## config.mk

```make
export PLATFORM = sky130hd
export DESIGN_NAME = control_multi
export DESIGN_NICKNAME = d
export VERILOG_FILES = /design/src/rtl/control_multi.sv
export SDC_FILE = /design/constraint.sdc
export NUM_CORES = 1
export LEC_CHECK = 0
export ABC_AREA = 1
export ABC_CLOCK_PERIOD_IN_PS = 4700
export BUFFER_PORTS_ARGS = -buffer_cell sky130_fd_sc_hd__buf_2
export CAP_MARGIN = 20
export CORE_MARGIN = 5
export CORE_UTILIZATION = 35
export CTS_CLUSTER_DIAMETER = 150
export DETAILED_ROUTE_END_ITERATION = 16
export MAX_ROUTING_LAYER = met4
export PLACE_DENSITY_LB_ADDON = 0.3
export SKIP_CTS_REPAIR_TIMING = 1
export SYNTH_ARGS = -nofsm -noshare
export SYNTH_HDL_FRONTEND = slang
export SYNTH_SLANG_ARGS = --single-unit
```

## constraint.sdc

```tcl
create_clock -name iCLK -period 4.7 [get_ports iCLK]
set_input_delay 0.47 -clock iCLK [delete_from_list [all_inputs] [get_ports iCLK]]
set_output_delay 0.47 -clock iCLK [all_outputs]
set_load 0.01 [all_outputs]
```

## src/rtl/control_multi.sv

```systemverilog
`default_nettype none
// ============================================================================
// Module      : control_multi
// Description : Multicycle LEGv8 control FSM with memory handshake and fault trap
// Revision    : 1.0
// ============================================================================
module control_multi #(
    parameter int MEM_TIMEOUT = 16,
    parameter int CNT_W       = 5
) (
    input  logic        iCLK,
    input  logic        iRST,
    input  logic [10:0] iOPCODE,
    input  logic        iMemReady,
    output logic        oPCWrite,
    output logic        oPCWriteCond,
    output logic        oBranchNot,
    output logic        oIorD,
    output logic        oMemRead,
    output logic        oMemWrite,
    output logic        oIRWrite,
    output logic        oReg2Loc,
    output logic [1:0]  oOrigAULA,
    output logic [1:0]  oOrigBULA,
    output logic [1:0]  oALUop,
    output logic [1:0]  oOrigPC,
    output logic        oMemToReg,
    output logic        oRegWrite,
    output logic        oFault,
    output logic [3:0]  oState
);

    typedef enum logic [3:0] {
        S_FETCH    = 4'd0,
        S_DECODE   = 4'd1,
        S_EXEC_R   = 4'd2,
        S_EXEC_I   = 4'd3,
        S_ALU_WB   = 4'd4,
        S_MEM_ADDR = 4'd5,
        S_MEM_RD   = 4'd6,
        S_MEM_WB   = 4'd7,
        S_MEM_WR   = 4'd8,
        S_BRANCH   = 4'd9,
        S_JUMP     = 4'd10,
        S_FAULT    = 4'd15
    } state_t;

    // Opcode classes (11-bit IR[31:21] fields)
    localparam logic [10:0] OPC_ADD   = 11'b10001011000;
    localparam logic [10:0] OPC_SUB   = 11'b11001011000;
    localparam logic [10:0] OPC_AND   = 11'b10001010000;
    localparam logic [10:0] OPC_ORR   = 11'b10101010000;
    localparam logic [10:0] OPC_EOR   = 11'b11001010000;
    localparam logic [10:0] OPC_LSL   = 11'b11010011011;
    localparam logic [10:0] OPC_LSR   = 11'b11010011010;
    localparam logic [9:0]  OPC_ADDI  = 10'b1001000100;
    localparam logic [9:0]  OPC_SUBI  = 10'b1101000100;
    localparam logic [9:0]  OPC_ANDI  = 10'b1001001000;
    localparam logic [9:0]  OPC_ORRI  = 10'b1011001000;
    localparam logic [9:0]  OPC_EORI  = 10'b1101001000;
    localparam logic [10:0] OPC_LDUR  = 11'b11111000010;
    localparam logic [10:0] OPC_LDURB = 11'b00111000010;
    localparam logic [10:0] OPC_LDURH = 11'b01111000010;
    localparam logic [10:0] OPC_LDURW = 11'b10111000100;
    localparam logic [10:0] OPC_STUR  = 11'b11111000000;
    localparam logic [10:0] OPC_STURB = 11'b00111000000;
    localparam logic [10:0] OPC_STURH = 11'b01111000000;
    localparam logic [10:0] OPC_STURW = 11'b10111000000;
    localparam logic [7:0]  OPC_CBZ   = 8'b10110100;
    localparam logic [7:0]  OPC_CBNZ  = 8'b10110101;
    localparam logic [5:0]  OPC_B     = 6'b000101;

    localparam logic             TIMEOUT_EN = (MEM_TIMEOUT > 0);
    localparam logic [CNT_W-1:0] LAST_WAIT  = (MEM_TIMEOUT > 0) ? CNT_W'(MEM_TIMEOUT - 1) : '0;

    state_t           state;
    state_t           next_state;
    logic [CNT_W-1:0] wait_cnt;
    logic             fault;

    logic is_r, is_i, is_load, is_store, is_cb, is_cbnz, is_b;
    logic mem_wait, timeout;

    always_comb begin
        is_r     = iOPCODE inside {OPC_ADD, OPC_SUB, OPC_AND, OPC_ORR, OPC_EOR, OPC_LSL, OPC_LSR};
        is_i     = iOPCODE[10:1] inside {OPC_ADDI, OPC_SUBI, OPC_ANDI, OPC_ORRI, OPC_EORI};
        is_load  = iOPCODE inside {OPC_LDUR, OPC_LDURB, OPC_LDURH, OPC_LDURW};
        is_store = iOPCODE inside {OPC_STUR, OPC_STURB, OPC_STURH, OPC_STURW};
        is_cbnz  = (iOPCODE[10:3] == OPC_CBNZ);
        is_cb    = (iOPCODE[10:3] == OPC_CBZ) || is_cbnz;
        is_b     = (iOPCODE[10:5] == OPC_B);
    end

    assign mem_wait = (state == S_FETCH) || (state == S_MEM_RD) || (state == S_MEM_WR);
    // A ready in the final allowed cycle still completes the access
    assign timeout  = TIMEOUT_EN && mem_wait && !iMemReady && (wait_cnt == LAST_WAIT);

    always_comb begin
        next_state = state;
        case (state)
            S_FETCH: begin
                if (iMemReady)    next_state = S_DECODE;
                else if (timeout) next_state = S_FAULT;
            end
            S_DECODE: begin
                if (is_r)                      next_state = S_EXEC_R;
                else if (is_i)                 next_state = S_EXEC_I;
                else if (is_load || is_store)  next_state = S_MEM_ADDR;
                else if (is_cb)                next_state = S_BRANCH;
                else if (is_b)                 next_state = S_JUMP;
                else                           next_state = S_FAULT;
            end
            S_EXEC_R:   next_state = S_ALU_WB;
            S_EXEC_I:   next_state = S_ALU_WB;
            S_ALU_WB:   next_state = S_FETCH;
            S_MEM_ADDR: next_state = is_store ? S_MEM_WR : S_MEM_RD;
            S_MEM_RD: begin
                if (iMemReady)    next_state = S_MEM_WB;
                else if (timeout) next_state = S_FAULT;
            end
            S_MEM_WB:   next_state = S_FETCH;
            S_MEM_WR: begin
                if (iMemReady)    next_state = S_FETCH;
                else if (timeout) next_state = S_FAULT;
            end
            S_BRANCH:   next_state = S_FETCH;
            S_JUMP:     next_state = S_FETCH;
            default:    next_state = S_FAULT;
        endcase
    end

    always_ff @(posedge iCLK) begin
        if (iRST) begin
            state    <= S_FETCH;
            wait_cnt <= '0;
            fault    <= 1'b0;
        end else begin
            state <= next_state;
            if (next_state == S_FAULT)
                fault <= 1'b1;
            if (next_state != state || iMemReady || !mem_wait)
                wait_cnt <= '0;
            else if (wait_cnt != {CNT_W{1'b1}})
                wait_cnt <= wait_cnt + 1'b1;
        end
    end

    logic       pc_write, pc_write_cond, branch_not, iord, mem_read, mem_write;
    logic       ir_write, reg2loc, mem_to_reg, reg_write;
    logic [1:0] orig_a, orig_b, alu_op, orig_pc;

    always_comb begin
        pc_write      = 1'b0;
        pc_write_cond = 1'b0;
        branch_not    = 1'b0;
        iord          = 1'b0;
        mem_read      = 1'b0;
        mem_write     = 1'b0;
        ir_write      = 1'b0;
        reg2loc       = 1'b0;
        mem_to_reg    = 1'b0;
        reg_write     = 1'b0;
        orig_a        = 2'b00;
        orig_b        = 2'b00;
        alu_op        = 2'b00;
        orig_pc       = 2'b00;
        case (state)
            S_FETCH: begin
                mem_read = 1'b1;
                orig_b   = 2'b01;
                ir_write = iMemReady;
                pc_write = iMemReady;
            end
            S_DECODE: begin
                orig_b  = 2'b11;
                reg2loc = is_store || is_cb;
            end
            S_EXEC_R: begin
                orig_a = 2'b01;
                alu_op = 2'b10;
            end
            S_EXEC_I: begin
                orig_a = 2'b01;
                orig_b = 2'b10;
                alu_op = 2'b10;
            end
            S_ALU_WB: reg_write = 1'b1;
            S_MEM_ADDR: begin
                orig_a = 2'b01;
                orig_b = 2'b10;
            end
            S_MEM_RD: begin
                mem_read = 1'b1;
                iord     = 1'b1;
            end
            S_MEM_WB: begin
                reg_write  = 1'b1;
                mem_to_reg = 1'b1;
            end
            S_MEM_WR: begin
                mem_write = 1'b1;
                iord      = 1'b1;
                reg2loc   = 1'b1;
            end
            S_BRANCH: begin
                orig_a        = 2'b01;
                alu_op        = 2'b01;
                pc_write_cond = 1'b1;
                orig_pc       = 2'b01;
                branch_not    = is_cbnz;
            end
            S_JUMP: begin
                pc_write = 1'b1;
                orig_pc  = 2'b10;
            end
            default: ;
        endcase
    end

    // Reset blanks every output immediately so an in-flight access never commits
    assign oPCWrite     = !iRST && pc_write;
    assign oPCWriteCond = !iRST && pc_write_cond;
    assign oBranchNot   = !iRST && branch_not;
    assign oIorD        = !iRST && iord;
    assign oMemRead     = !iRST && mem_read;
    assign oMemWrite    = !iRST && mem_write;
    assign oIRWrite     = !iRST && ir_write;
    assign oReg2Loc     = !iRST && reg2loc;
    assign oMemToReg    = !iRST && mem_to_reg;
    assign oRegWrite    = !iRST && reg_write;
    assign oFault       = !iRST && fault;
    assign oOrigAULA    = iRST ? 2'b00 : orig_a;
    assign oOrigBULA    = iRST ? 2'b00 : orig_b;
    assign oALUop       = iRST ? 2'b00 : alu_op;
    assign oOrigPC      = iRST ? 2'b00 : orig_pc;
    assign oState       = iRST ? 4'd0  : state;

endmodule
`default_nettype wire

```

### Word-level counts from Yosys, hierarchy flattened

Index checks and enable logic that the tools add are counted.

* bits in read-only memories: 0
* word-level logic and storage cells: 107
* memories kept: 0
* output and inout bits: 23
* latch bits: 0
* bits in writable memories: 0
* register bits: 10

* $add $sub $neg: 1
* div/mod/pow operators: 0
* $mul: 0
* bitwise logic cells: 0
* equal/unequal tests: 37
* order comparisons: 0
* reduce and logical (&&, ||, !) cells: 36
* mux-type cells: 30
* shifts and indexed selects: 0

Operators with widths (count)
* $eq 11x11->1 const B: 11
* $eq 10x10->1 const B: 5
* $mux 4: 9
* $pmux 4 s7: 1
* $eq 11x10->1 const B: 2
* $eq 11x9->1 const B: 2
* $eq 4x3->1 const B: 4
* $eq 4x4->1 const B: 4
* $eq 8x8->1 const B: 2
* $logic_and 1x1->1: 13
* $reduce_or 2->1: 6
* $mux 1: 9
* $eq 4x2->1 const B: 2
* $mux 2: 4
* $pmux 2 s2: 2
* $reduce_bool 4->1: 2
* $reduce_or 4->1: 2
* $logic_or 1x1->1: 7
* $reduce_bool 7->1: 1
* $eq 6x3->1 const B: 1
* $mux 3: 2
* $pmux 2 s3: 1
* $add 5x1->5 const B: 1
* $eq 5x4->1 const B: 1
* other kinds (7): 10

### Logic depth before layout (Yosys ltp)

* depth after elaboration: 12
* mapped depth: 13
* mapped depth without buffers: 13

### Worst setup path before layout

OpenSTA, ideal clock, no wires.

* path type: flip-flop to output port
* start: register state[3]
* end: output oBranchNot
* path buffers: 0
* setup slack: 2.948 ns
* stages on the path, launching flop included: 5
* arrival time: 1.282 ns
* data required time: 4.230 ns
* cell sequence: dfxtp_1 -> inv_2 -> nor2_1 -> nand2_1 -> nor4_1

* word-level cells in the longest chain between the ends: 3

Ends and longest elaborated chain
* start: declaration: line 76 `state_t state;`
* start signal: assignment: line 138 `state <= next_state;`
* $eq 4x4->1: line 167 `case (state)`
* $mux 1: line 167
* $logic_and 1x1->1: line 223 `assign oBranchNot = !iRST && branch_not;`
* end: declaration: line 17 `output logic oBranchNot,`

No other way between the ends.

### Final worst setup path

Same ends and word-level chain as after synthesis.

==> metrics.md <==
| Metric | Value |
|---|---|
| Remaining DRCs | 0 |
| Hold wc startpoint | fault |
| Library cells used by synthesis | 27 |
| Max H-tree Level | 1 |
| Crit. End Element | output port |
| Max cap viols | 0 |
| Syn. warnings | 0 |
| Synthesized Nets | 201 |
| Worst Skew | 3.15 ps |
| Clock sink count | 10 |
| Final Max Tran Viols | 0 |
| Worst Setup Path Type | register to output port |
| Worst-path clk slew | 70 ps |
| Avg Synthesized Cell Area | 5.54 sq um |
| Starting density of the core | 36.7% |
| Crit path arrival time | 1550 ps |
| Final setup violating endpoints | 0 |
| Gpl congestion | 0.845 |
| Layout Nets | 236 |
| Post-synthesis cell area | 1020 sq um |
| Final HPWL DP | 2150 um |
| Hold Crit Endpoint | fault |
| # IOs | 37 |
| Required time of the critical path | 4230 ps |
| Total GRT Usage | 13.0% |
| FFs w/ async S/R, synth | 0% |
| Vias in the first global route | 1076 |
| GRT overflow | 0 |
| Root Buffer Master | clkbuf_4 |
| Cell Count, Final, Fillers Out | 249 |
| Layout cells sized above 1 | 23.9% |
| Std cell rows | 19 |
| Die W | 64.0 um |
| Placed Cells | 245 |
| Final min period | 2020 ps |
| Die height | 64.0 um |
| Slowest CP cell | dfxtp_1 |
| Min-delay worst type | register to register |
| Final core occ | 44.6% |
| Most common cell in the netlist | nand2_1 |
| Number of flops mapped to enable cells by yosys | 0 |
| Total CTS buffers | 3 |
| Total negative setup slack | 0 ps |
| First-pass GRT wire length | 4400 um |
| Max Root-Sink Buffers | 2 |
| CP delay by family, top | simple AND/OR/NAND/NOR gates |
| Cells taking the most area after synthesis | dfxtp_1 (20%), nand2_1 (16%), nor2_1 (13%) |
| CP Cell Sequence | inv_2 -> nor2_1 -> nand2_1 -> nor4_1 -> buf_2 |
| Placeable Area | 2780 sq um |
| WHS Path Cells | 2 |
| Initial DRC Count | 70 |
| Synth top cells by count | nand2_1 (43), nor2_1 (35), inv_1 (29) |
| R2r worst-path depth | 13 |
| Final ANT Viol Nets | 0 |
| Worst skew pair latency | 260 ps |
| Final Hold Fails | 0 |
| Hold_ws | 465 ps |
| Antenna violations before repair | 0 |
| CP Launch Type | register |
| #FFs+latches synth | 10 |
| Register area share after synthesis | 19.6% |
| Reg2Reg Setup Slack | 2850 ps |
| Status | finished, final reports clean |
| Critical R2R Launch | wait_cnt[0] |
| Peak supply drop | 0.247 mV |
| Die area | 4090 sq um |
| Leak | 0.000692 uW |
| Area Growth Syn to Fin | 21.6% |
| CTS tree | built |
| Largest net degree at the start of global routing | 23 |
| Final Cycle Share | 43.0% |
| Post-synth top area share | 19.6% |
| Worst-path fanout max | 6 |
| CP peak stage delay | 480 ps |
| Post-Route WL | 2560 um |
| CP bufs+invs | 2 |
| IO Port Bufs | 35 |
| WL per Instance | 10.3 um |
| Mapped Cells | 184 |
| R2R Path End | wait_cnt[2] |
| Drt pass-1 iters | 6 |
| Fmax | 0.495 GHz |
| Pwr Density | 426 nW/um^2 |
| Via count | 1176 |
| Vias per cell | 4.72 |
| Inserted Diodes | 0 |
| Post-synth top area cell | dfxtp_1 |
| Most used DFF post-synth | dfxtp_1 |
| RSZ-0062 raised after global routing | no |
| Crit path launch | state[3] |
[area by class of cell]
| type | count | area, sq um |
|---|---|---|
| fill | 304 | 1540 |
| sequential | 10 | 200 |
| multi-input combinational | 136 | 666 |
| clock buffer | 4 | 36.3 |
| inverter | 33 | 124 |
| timing repair buffer | 35 | 175 |
| tap | 31 | 38.8 |
[through the flow]
step / setup WS, ps / power [uW] / cell area [sq um]
3_5_place_dp: 2760 / 455 / 1200
2_1_floorplan: 2950 / 365 / 1020
3_3_place_gp: 2790 / 453 / 1200
4_1_cts: 2650 / 534 / 1240
6_report: 2680 / 528 / 1240
5_1_grt: 2460 / 584 / 1240
[registers in the layout, summed over array words and instances, names as in the netlist]
| name | count |
|---|---|
| wait_cnt | 5 |
| state | 4 |
| fault | 1 |
[worst max path at each step]
stage | endpoint | slack (ps) | depth (start not counted)
floorplan | oBranchNot | 2950 | 4
global placement | oBranchNot | 2790 | 5
detailed placement | oBranchNot | 2760 | 5
CTS | oBranchNot | 2650 | 5
global route | oBranchNot | 2460 | 5
finish | oBranchNot | 2680 | 5
[logic make-up (layout without fill, tap and decap cells)]
logic type,after synthesis,count (layout),synth area share [%]
xor gates and xnor gates,3,3,2.58
buffers and inverters,38,72,15.1
other,1,1,0.368
adders and majority gates,3,3,3.68
muxes,1,1,0.982
AOI/OAI and AO/OA,18,18,9.45
DFF,10,10,19.6
and+or+nand+nor,110,110,48.2
[cells in the final DEF, fill, tap and decap left out]
cell type	synthesis	layout
a21oi_1	11	11
o21ai_1	1	1
xor2_1	3	3
and3_1	1	1
clkbuf_4	0	3
nor4_1	2	2
conb_1	1	1
a32oi_1	1	1
a31oi_1	1	1
inv_1	29	29
nand2_2	2	2
nand4_1	5	5
nor2_1	35	35
inv_2	4	4
clkbuf_8	0	1
ha_1	3	3
o21ai_0	3	3
nor3_1	4	4
buf_2	0	35
nand3_1	11	11
nor2_2	3	3
nand2_1	43	43
nor3_2	1	1
nand3_2	1	1
nor2_4	2	2
dfxtp_1	10	10
mux2i_1	1	1
o22ai_1	1	1
[tightest hold or removal path: stages (launching register included)]
cell     delay, ps
dfxtp_1        300
inv_1           60
a21oi_1         60
[power by group]
| group | internal (uW) | leakage [uW] | switching [uW] | total (uW) |
|---|---|---|---|---|
| sequential | 104 | 0.0000814 | 25.5 | 130 |
| clock | 47.0 | 0.0000210 | 28.7 | 75.6 |
| combinational | 110 | 0.000589 | 212 | 322 |
| total | 261 | 0.000692 | 266 | 528 |
[per-layer routing]
layer  vias up  wire [um]  track usage, %  share of wire (%)
li1        644          -               -                  -
met1       500       1160            15.0                 45
met2        30       1200            22.2                 47
met3         2        194            4.55                7.6
met4         0          7            1.56               0.27
met5         -          0               -                  0
Power figures use the tool's default switching activity.
